==> src/rtl/wb_pkg.sv <==
// Shared writeback types: result-source select codes and the queued entry layout.
package wb_pkg;

   localparam int unsigned WB_XLEN       = 32;
   localparam int unsigned WB_REG_ADDR_W = 5;

   typedef enum logic [2:0] {
      RESULT_ALU      = 3'd0,
      RESULT_MEM_DATA = 3'd1,
      RESULT_PCPLUS4  = 3'd2,
      RESULT_PCTARGET = 3'd3,
      RESULT_IMM_EXT  = 3'd4
   } result_src_e;

   typedef struct packed {
      logic [WB_XLEN-1:0]       result;
      logic [WB_REG_ADDR_W-1:0] rd;
      logic                     we;
   } wb_entry_t;

endpackage

==> src/rtl/wb_queue.sv <==
// In-order FIFO of writeback entries; exposes its storage and read pointer so the
// owner can derive per-slot occupancy.
module wb_queue
   import wb_pkg::*;
#(
   parameter int unsigned DEPTH = 4,
   parameter type entry_t = wb_entry_t,
   localparam int unsigned PTR_W = $clog2(DEPTH)
) (
   input  logic             clk_i,
   input  logic             reset_i,
   input  logic             push_i,
   input  entry_t           wdata_i,
   input  logic             pop_i,
   output entry_t           rdata_o,
   output logic             full_o,
   output logic             empty_o,
   output logic [PTR_W:0]   count_o,
   output logic [PTR_W-1:0] rd_ptr_o,
   output entry_t           entries_o [DEPTH]
);

   entry_t           mem [DEPTH];
   logic [PTR_W-1:0] wr_ptr;
   logic [PTR_W-1:0] rd_ptr;
   logic [PTR_W:0]   count;

   // Storage is not reset: slots outside the occupied window are never observed.
   always_ff @(posedge clk_i) begin
      if (push_i) mem[wr_ptr] <= wdata_i;
   end

   always_ff @(posedge clk_i or negedge reset_i) begin
      if (!reset_i) begin
         wr_ptr <= '0;
         rd_ptr <= '0;
         count  <= '0;
      end else begin
         if (push_i) wr_ptr <= wr_ptr + 1'b1;
         if (pop_i)  rd_ptr <= rd_ptr + 1'b1;
         case ({push_i, pop_i})
            2'b10:   count <= count + 1'b1;
            2'b01:   count <= count - 1'b1;
            default: count <= count;
         endcase
      end
   end

   assign rdata_o   = mem[rd_ptr];
   assign full_o    = (count == (PTR_W+1)'(DEPTH));
   assign empty_o   = (count == '0);
   assign count_o   = count;
   assign rd_ptr_o  = rd_ptr;
   assign entries_o = mem;

endmodule

==> src/rtl/writeback_commit_queue.sv <==
// Writeback stage: selects the M-stage result, buffers it in an in-order queue and
// drains one entry per cycle to the register-file write port.
module writeback_commit_queue
   import wb_pkg::*;
#(
   parameter int unsigned XLEN       = 32,
   parameter int unsigned REG_ADDR_W = 5,
   parameter int unsigned DEPTH      = 4,
   parameter int unsigned CNT_W      = 64
) (
   input  logic                     clk_i,
   input  logic                     reset_i,
   input  logic                     valid_m_i,
   input  logic [XLEN-1:0]          alu_result_m_i,
   input  logic [XLEN-1:0]          reduced_data_m_i,
   input  logic [XLEN-1:0]          pc_target_m_i,
   input  logic [XLEN-1:0]          pc_plus4_m_i,
   input  logic [XLEN-1:0]          imm_ext_m_i,
   input  logic [REG_ADDR_W-1:0]    rd_m_i,
   input  logic [2:0]               result_src_m_i,
   input  logic                     reg_write_m_i,
   input  logic                     stall_w_i,
   input  logic                     flush_w_i,
   input  logic                     wr_ready_i,
   output logic [XLEN-1:0]          result_w_o,
   output logic [REG_ADDR_W-1:0]    rd_w_o,
   output logic                     reg_write_w_o,
   output logic                     stall_o,
   output logic [2**REG_ADDR_W-1:0] pending_mask_o,
   output logic [CNT_W-1:0]         retire_count_o
);

   localparam int unsigned PTR_W = $clog2(DEPTH);

   typedef struct packed {
      logic [XLEN-1:0]       result;
      logic [REG_ADDR_W-1:0] rd;
      logic                  we;
   } entry_t;

   entry_t           new_entry;
   entry_t           head;
   entry_t           entries [DEPTH];
   logic             full;
   logic             empty;
   logic [PTR_W:0]   count;
   logic [PTR_W-1:0] rd_ptr;
   logic             enq;
   logic             deq;
   logic [XLEN-1:0]  sel_result;

   always_comb begin
      sel_result = '0;
      case (result_src_m_i)
         RESULT_ALU:      sel_result = alu_result_m_i;
         RESULT_MEM_DATA: sel_result = reduced_data_m_i;
         RESULT_PCPLUS4:  sel_result = pc_plus4_m_i;
         RESULT_PCTARGET: sel_result = pc_target_m_i;
         RESULT_IMM_EXT:  sel_result = imm_ext_m_i;
         default:         sel_result = '0;
      endcase
   end

   assign new_entry.result = sel_result;
   assign new_entry.rd     = rd_m_i;
   assign new_entry.we     = reg_write_m_i && (rd_m_i != '0);

   // full is registered state, so a same-cycle pop never admits a push.
   assign enq = valid_m_i && !flush_w_i && !stall_w_i && !full;
   assign deq = !empty && (!head.we || wr_ready_i);

   wb_queue #(
      .DEPTH   (DEPTH),
      .entry_t (entry_t)
   ) u_queue (
      .clk_i     (clk_i),
      .reset_i   (reset_i),
      .push_i    (enq),
      .wdata_i   (new_entry),
      .pop_i     (deq),
      .rdata_o   (head),
      .full_o    (full),
      .empty_o   (empty),
      .count_o   (count),
      .rd_ptr_o  (rd_ptr),
      .entries_o (entries)
   );

   assign result_w_o    = empty ? '0 : head.result;
   assign rd_w_o        = empty ? '0 : head.rd;
   assign reg_write_w_o = !empty && head.we && wr_ready_i;
   assign stall_o       = full;

   // A slot is occupied when its distance from the read pointer is below count.
   always_comb begin
      logic [PTR_W-1:0] off;
      pending_mask_o = '0;
      off            = '0;
      for (int unsigned i = 0; i < DEPTH; i++) begin
         off = PTR_W'(i) - rd_ptr;
         if (({1'b0, off} < count) && entries[i].we)
            pending_mask_o[entries[i].rd] = 1'b1;
      end
      pending_mask_o[0] = 1'b0;
   end

   always_ff @(posedge clk_i or negedge reset_i) begin
      if (!reset_i)  retire_count_o <= '0;
      else if (deq)  retire_count_o <= retire_count_o + CNT_W'(1);
   end

endmodule

==> config.mk <==
export PLATFORM = sky130hd
export DESIGN_NAME = writeback_commit_queue
export DESIGN_NICKNAME = d
export VERILOG_FILES = /design/src/rtl/wb_pkg.sv /design/src/rtl/wb_queue.sv /design/src/rtl/writeback_commit_queue.sv
export SDC_FILE = /design/constraint.sdc
export NUM_CORES = 1
export LEC_CHECK = 0
export CORE_UTILIZATION = 40
export CTS_CLUSTER_SIZE = 14
export DETAILED_ROUTE_END_ITERATION = 10
export DONT_BUFFER_PORTS = 1
export PLACE_DENSITY_LB_ADDON = 0.05
export SYNTH_ARGS = -nofsm -noshare
export SYNTH_HDL_FRONTEND = slang
export SYNTH_SLANG_ARGS = --single-unit
==> constraint.sdc <==
create_clock -name clk_i -period 4 [get_ports clk_i]
set_input_delay 1.2 -clock clk_i [delete_from_list [all_inputs] [get_ports clk_i]]
set_output_delay 1.2 -clock clk_i [all_outputs]
set_load 0.05 [all_outputs]
# Word-level counts from Yosys, hierarchy flattened
# Index checks and enable logic that the tools add are counted.
# W data, S select, Z words.
# totals
latchBits,0
inputBits,175
output_inout_bits,135
regBits,223
mem_bits_rw,0
mem_count,0
word_cells,100
rom_bits,0
# op_classes
mul,0
eq_ne,7
bitwise_logic,5
add_sub_neg,9
shift,0
n_mux,22
reduce_logical,26
div,0
n_lt_le_gt_ge,15
# ops
cell,count
$mux W32,5
$pmux W32 S5,1
$bwmux W152,1
$mux W38,3
$or A32 B32 Y32,3
$bmux W38 S2,1
$demux W38 S2,1
$add A64 B1 Y64 const B,1
$lt A5 B6 Y1 const B,4
$demux W1 S5,4
$ge A5 B1 Y1 const B,4
$logic_and A1 B1 Y1,16
$lt A2 B3 Y1,4
$eq A3 B2 Y1 const B,2
$eq A3 B3 Y1 const B,2
$ge A3 B3 Y1 const B,2
$logic_not A3 Y1,2
$not A2 Y3,2
$pmux W3 S2,1
$logic_not A1 Y1,5
$mux W5,1
$reduce_bool A5 Y1,1
$add A2 B1 Y2 const B,2
$mux W1,4
other kinds (10),12

# Depth between registers and ports, before layout
# logic_depth
depth_word,11
mapped_depth,11
ltp_nobuf,10

# Modules after synthesis
# Synthesis repeated with hierarchy kept, for this count alone.
# unflattened
cells_unflattened,921
area_unflattened_um2,11686.2
# by_module_without_submodules
module,area_each_um2,cells_each,instances,seq_area_each_um2
wb_queue,5928.2,236,1,4739.5
writeback_commit_queue,5758.0,685,1,1601.5

# Worst setup path after synthesis
# OpenSTA, ideal clock, no wires.
# synth_timing
kind,reg2out
start,reg u_queue.rd_ptr[1] (netlist: u_queue.rd_ptr_o[1])
end,out pending_mask_o[6]
stages_incl_launch_ff,11
setup_slack_ns,-0.194
arrival_time_ns,2.994
n_path_buf,3
required_ns,2.800
path_cell_list,dfrtp_1 buf_2 buf_1 xor2_1 inv_1 ha_1 a21o_1 a21oi_1 clkbuf_1 nand2_1 o211ai_1
# synth_via
elab_chain_len,10
word_cells_on_any_way,19
classes_between,4 x add/sub; 4 x order compare; 4 x mux; 3 x bitwise; 4 x reduce/logical
# synth_lines
element,line,text
from (decl),wb_queue.sv:25,logic [PTR_W-1:0] rd_ptr;
from (signal assigned),wb_queue.sv:40,if (pop_i) rd_ptr <= rd_ptr + 1'b1;
$sub A1 B2 Y2,writeback_commit_queue.sv:100,off = PTR_W'(i) - rd_ptr;
$lt A2 B3 Y1,writeback_commit_queue.sv:101,"if (({1'b0, off} < count) && entries[i].we)"
$logic_and A1 B1 Y1,writeback_commit_queue.sv:101,
$mux W32,writeback_commit_queue.sv:101,
$or A32 B32 Y32 (no line),n/a,
$mux W32,writeback_commit_queue.sv:101,
$or A32 B32 Y32 (no line),n/a,
$mux W32,writeback_commit_queue.sv:101,
$or A32 B32 Y32 (no line),n/a,
$mux W32 (*),writeback_commit_queue.sv:101,
to (decl),writeback_commit_queue.sv:29,"output logic [2**REG_ADDR_W-1:0] pending_mask_o,"
# Every way passes the cells marked *; elsewhere a longest branch is shown, timed or not.

# Worst setup path after layout
# layout_timing
start,reg u_queue.count[1] (netlist: u_queue.count_o[1])
end,out pending_mask_o[5]
# layout_via
elab_chain_len,9
word_cells_on_any_way,15
classes_between,4 x order compare; 4 x mux; 3 x bitwise; 4 x reduce/logical
# layout_lines
element,line,text
from (decl),wb_queue.sv:26,logic [PTR_W:0] count;
from (signal assigned),wb_queue.sv:42,2'b10: count <= count + 1'b1;
from (signal assigned),wb_queue.sv:43,2'b01: count <= count - 1'b1;
from (signal assigned),wb_queue.sv:44,default: count <= count;
$lt A2 B3 Y1,writeback_commit_queue.sv:101,
$logic_and A1 B1 Y1,writeback_commit_queue.sv:101,
$mux W32,writeback_commit_queue.sv:101,
$or A32 B32 Y32 (no line),n/a,
$mux W32,writeback_commit_queue.sv:101,
$or A32 B32 Y32 (no line),n/a,
$mux W32,writeback_commit_queue.sv:101,
$or A32 B32 Y32 (no line),n/a,
$mux W32 (*),writeback_commit_queue.sv:101,
# Marks and branches as above.

==> flow_metrics.tcl <==
set metrics [dict create \
    pin_count 310 \
    gr-total-overflow 0 \
    routed_wl_um 33820 \
    rsz0062_at_grt "true" \
    synth_most_common_cell "edfxtp_1" \
    wire_per_inst_um 23.60 \
    cp-end-kind "output port" \
    ys_seq_elements 223 \
    min_period_over_period 0.9685 \
    first_pass_iters 7 \
    first_global_vias 8504 \
    port_buffers 0 \
    yosys.area.top_type_share 0.3878 \
    synth_edf_count 152 \
    hold_class "in -> async" \
    tns_ns 0 \
    power-per-cell-area_nw_per_um2 621.3 \
    async_flop_share 0.3184 \
    route.vias.total 8449 \
    synth_nets 1150 \
    setup_viol 0 \
    timing.rr.start "u_queue.rd_ptr_o[1]" \
    fmax_ghz 0.2581 \
    seq_area_frac_synth 0.5388 \
    grt_max_degree 72 \
    clock-root-buffer "clkbuf_16" \
    die_w_um 173.5 \
    worstPathRequired_ns 2.80 \
    grt_pass1_wl_um 51050 \
    total_power_mw 8.645 \
    gr-usage-all-layers 0.2198 \
    drive_gt1_frac 0.2349 \
    cp.arrival_ns 2.67 \
    cts.htree.levels 1 \
    clock_latency_ns 0.54 \
    synth.cells.most_frequent "152 x edfxtp_1, 90 x a22oi_1, 71 x dfrtp_1, 71 x nand2_1, 61 x nand3_1" \
    cts_tree "built" \
    startpoint "u_queue.count_o[1]" \
    cts_buffers 25 \
    drtAntennaViolNets 0 \
    leakage_nw 5.111 \
    final_util 0.4822 \
    synth_cells 964 \
    finalHoldViolations 0 \
    core_area_um2 28860 \
    area_growth_pct 18.23 \
    peakVddDrop_mv 0.4090 \
    ys_warn_count 0 \
    r2r_slack_ns 0.74 \
    maxSlewViolCount 0 \
    fin_crit_ns 3.874 \
    fin_nets 1210 \
    vias_per_cell 5.896 \
    dp.cells 1381 \
    critPathLaunchType "flop" \
    synth_area_leaders "edfxtp_1 39%, dfrtp_1 15%, mux4_2 7.1%" \
    r2r_end "u_queue.count_o[2]" \
    drtIter0Drc 596 \
    cts_setup_buffers 0 \
    status "complete, no violations" \
    die_area_um2 30110 \
    cts.sinks 223 \
    holdWs_ns 0.3757 \
    slew_headroom 0.4907 \
    rr_worst_depth 11 \
    crit_fanout 8 \
    synth_top_area_cell "edfxtp_1" \
    worstSetupPathType "reg -> out" \
    clockBufferDepth 3 \
    path_clk_slew_ns 0.06 \
    tightest_slew_ns 0.7623 \
    synth_area_um2 11770 \
    yosys_most_used_dff "edfxtp_1" \
    finalClockSkew_ns 0.02588 \
    drc 0 \
    synth.distinct_cells 61 \
    antenna_found_initial 6 \
    syn_area_per_cell_um2 12.21 \
    die_h_um 173.5 \
    drv_cap 0 \
    endpoint "pending_mask_o[5]" \
    dpl.hpwl_um 25080 \
    fin_cells 1433 \
    gp_congestion 0.8743 \
    initial_utilization 0.4078 \
    rows 62 \
]
==> metal layers <==
metal	GRT usage	up-vias	part of all wire
li1	-	3817	-
met1	0.2720	4248	0.40
met2	0.3916	339	0.51
met3	0.03904	45	0.063
met4	0.06305	0	0.019
met5	0	-	0
==> kinds of logic after synthesis <==
group,Yosys count,synth area share
simple gates,345,0.1647
flops,223,0.5388
buf+inv,84,0.02849
mux,72,0.1047
fa+ha+maj,11,0.01233
compound gates,158,0.09856
xor+xnor,70,0.05209
other cells,1,0.0003186
==> cells in the final DEF, fill, tap and decap left out, drive strengths merged, types with 6 or more instances in the layout <==
master | synthesis | routed
nand2 | 71 | 71
nor3b | 9 | 9
o22ai | 32 | 32
nor3 | 31 | 31
nand2b | 6 | 6
clkinv | 1 | 15
ha | 10 | 10
clkbuf | 47 | 27
nor2b | 44 | 44
nand3 | 62 | 62
o211ai | 8 | 8
edfxtp | 152 | 152
a211oi | 6 | 6
inv | 24 | 26
xnor2 | 30 | 30
nand4 | 30 | 30
diode | 0 | 6
mux4 | 37 | 37
mux2 | 33 | 33
dfrtp | 71 | 71
a21oi | 6 | 6
nor2 | 48 | 48
xor2 | 40 | 40
a22oi | 90 | 90
nor4 | 14 | 14
buf | 12 | 92
==> sequential cells by signal, summed over array words and instances (netlist names) <==
name / count
u_queue.count_o: 3
u_queue.entries_o: 152
retire_count_o: 64
u_queue.rd_ptr_o: 2
u_queue.wr_ptr: 2
==> repair_timing <==
action	CTS	global route
resized for setup	2	6
setup endpoints to repair	3	21
hold buffers	0	0
pin swaps	0	1
==> final cells by class <==
class | count | area, um^2
fill | 2599 | 14940
sequential | 223 | 6347
multi-input combinational | 657 | 5137
timing repair buffer | 92 | 1061
clock buffer | 27 | 633.1
tap | 384 | 480.5
clock inverter | 19 | 146.4
inverter | 25 | 93.84
antenna | 6 | 15.01
==> worst min path at each step <==
stage	from	slack (ns)	endpoint	depth (start not counted)
after CTS	reset_i	0.34	retire_count_o[34]	0
final	reset_i	0.38	retire_count_o[35]	0
after detailed placement	u_queue.count_o[1]	0.62	u_queue.count_o[1]	2
after floorplan	u_queue.count_o[1]	0.51	u_queue.count_o[1]	2
after global routing	reset_i	0.34	retire_count_o[8]	0
after global placement	u_queue.count_o[1]	0.58	u_queue.count_o[1]	2
==> critical path: stages, from the launching register on <==
cell      delay [ns]
dfrtp_2         0.43
inv_2           0.09
ha_1            0.30
a21boi_0        0.13
o21a_1          0.25
nor4bb_2        0.28
buf_4           0.22
a22oi_1         0.09
o211ai_1        0.14
buf_4           0.23
==> stage by stage <==
stage / setup slack, ns / instance area, um^2
after floorplan: 0.05894 / 11780
after global placement: 0.5295 / 13100
after detailed placement: 0.5211 / 13100
after CTS: 0.004756 / 13880
after global routing: -0.01849 / 13910
final: 0.1261 / 13910
==> where the power goes <==
part	internal, mW	leakage, nW	switching [mW]	total [mW]
combinational	1.27	2.43	2.25	3.52
clock	1.22	0.385	0.931	2.15
sequential	2.67	2.30	0.305	2.97
(Power assumes the default switching activity.)
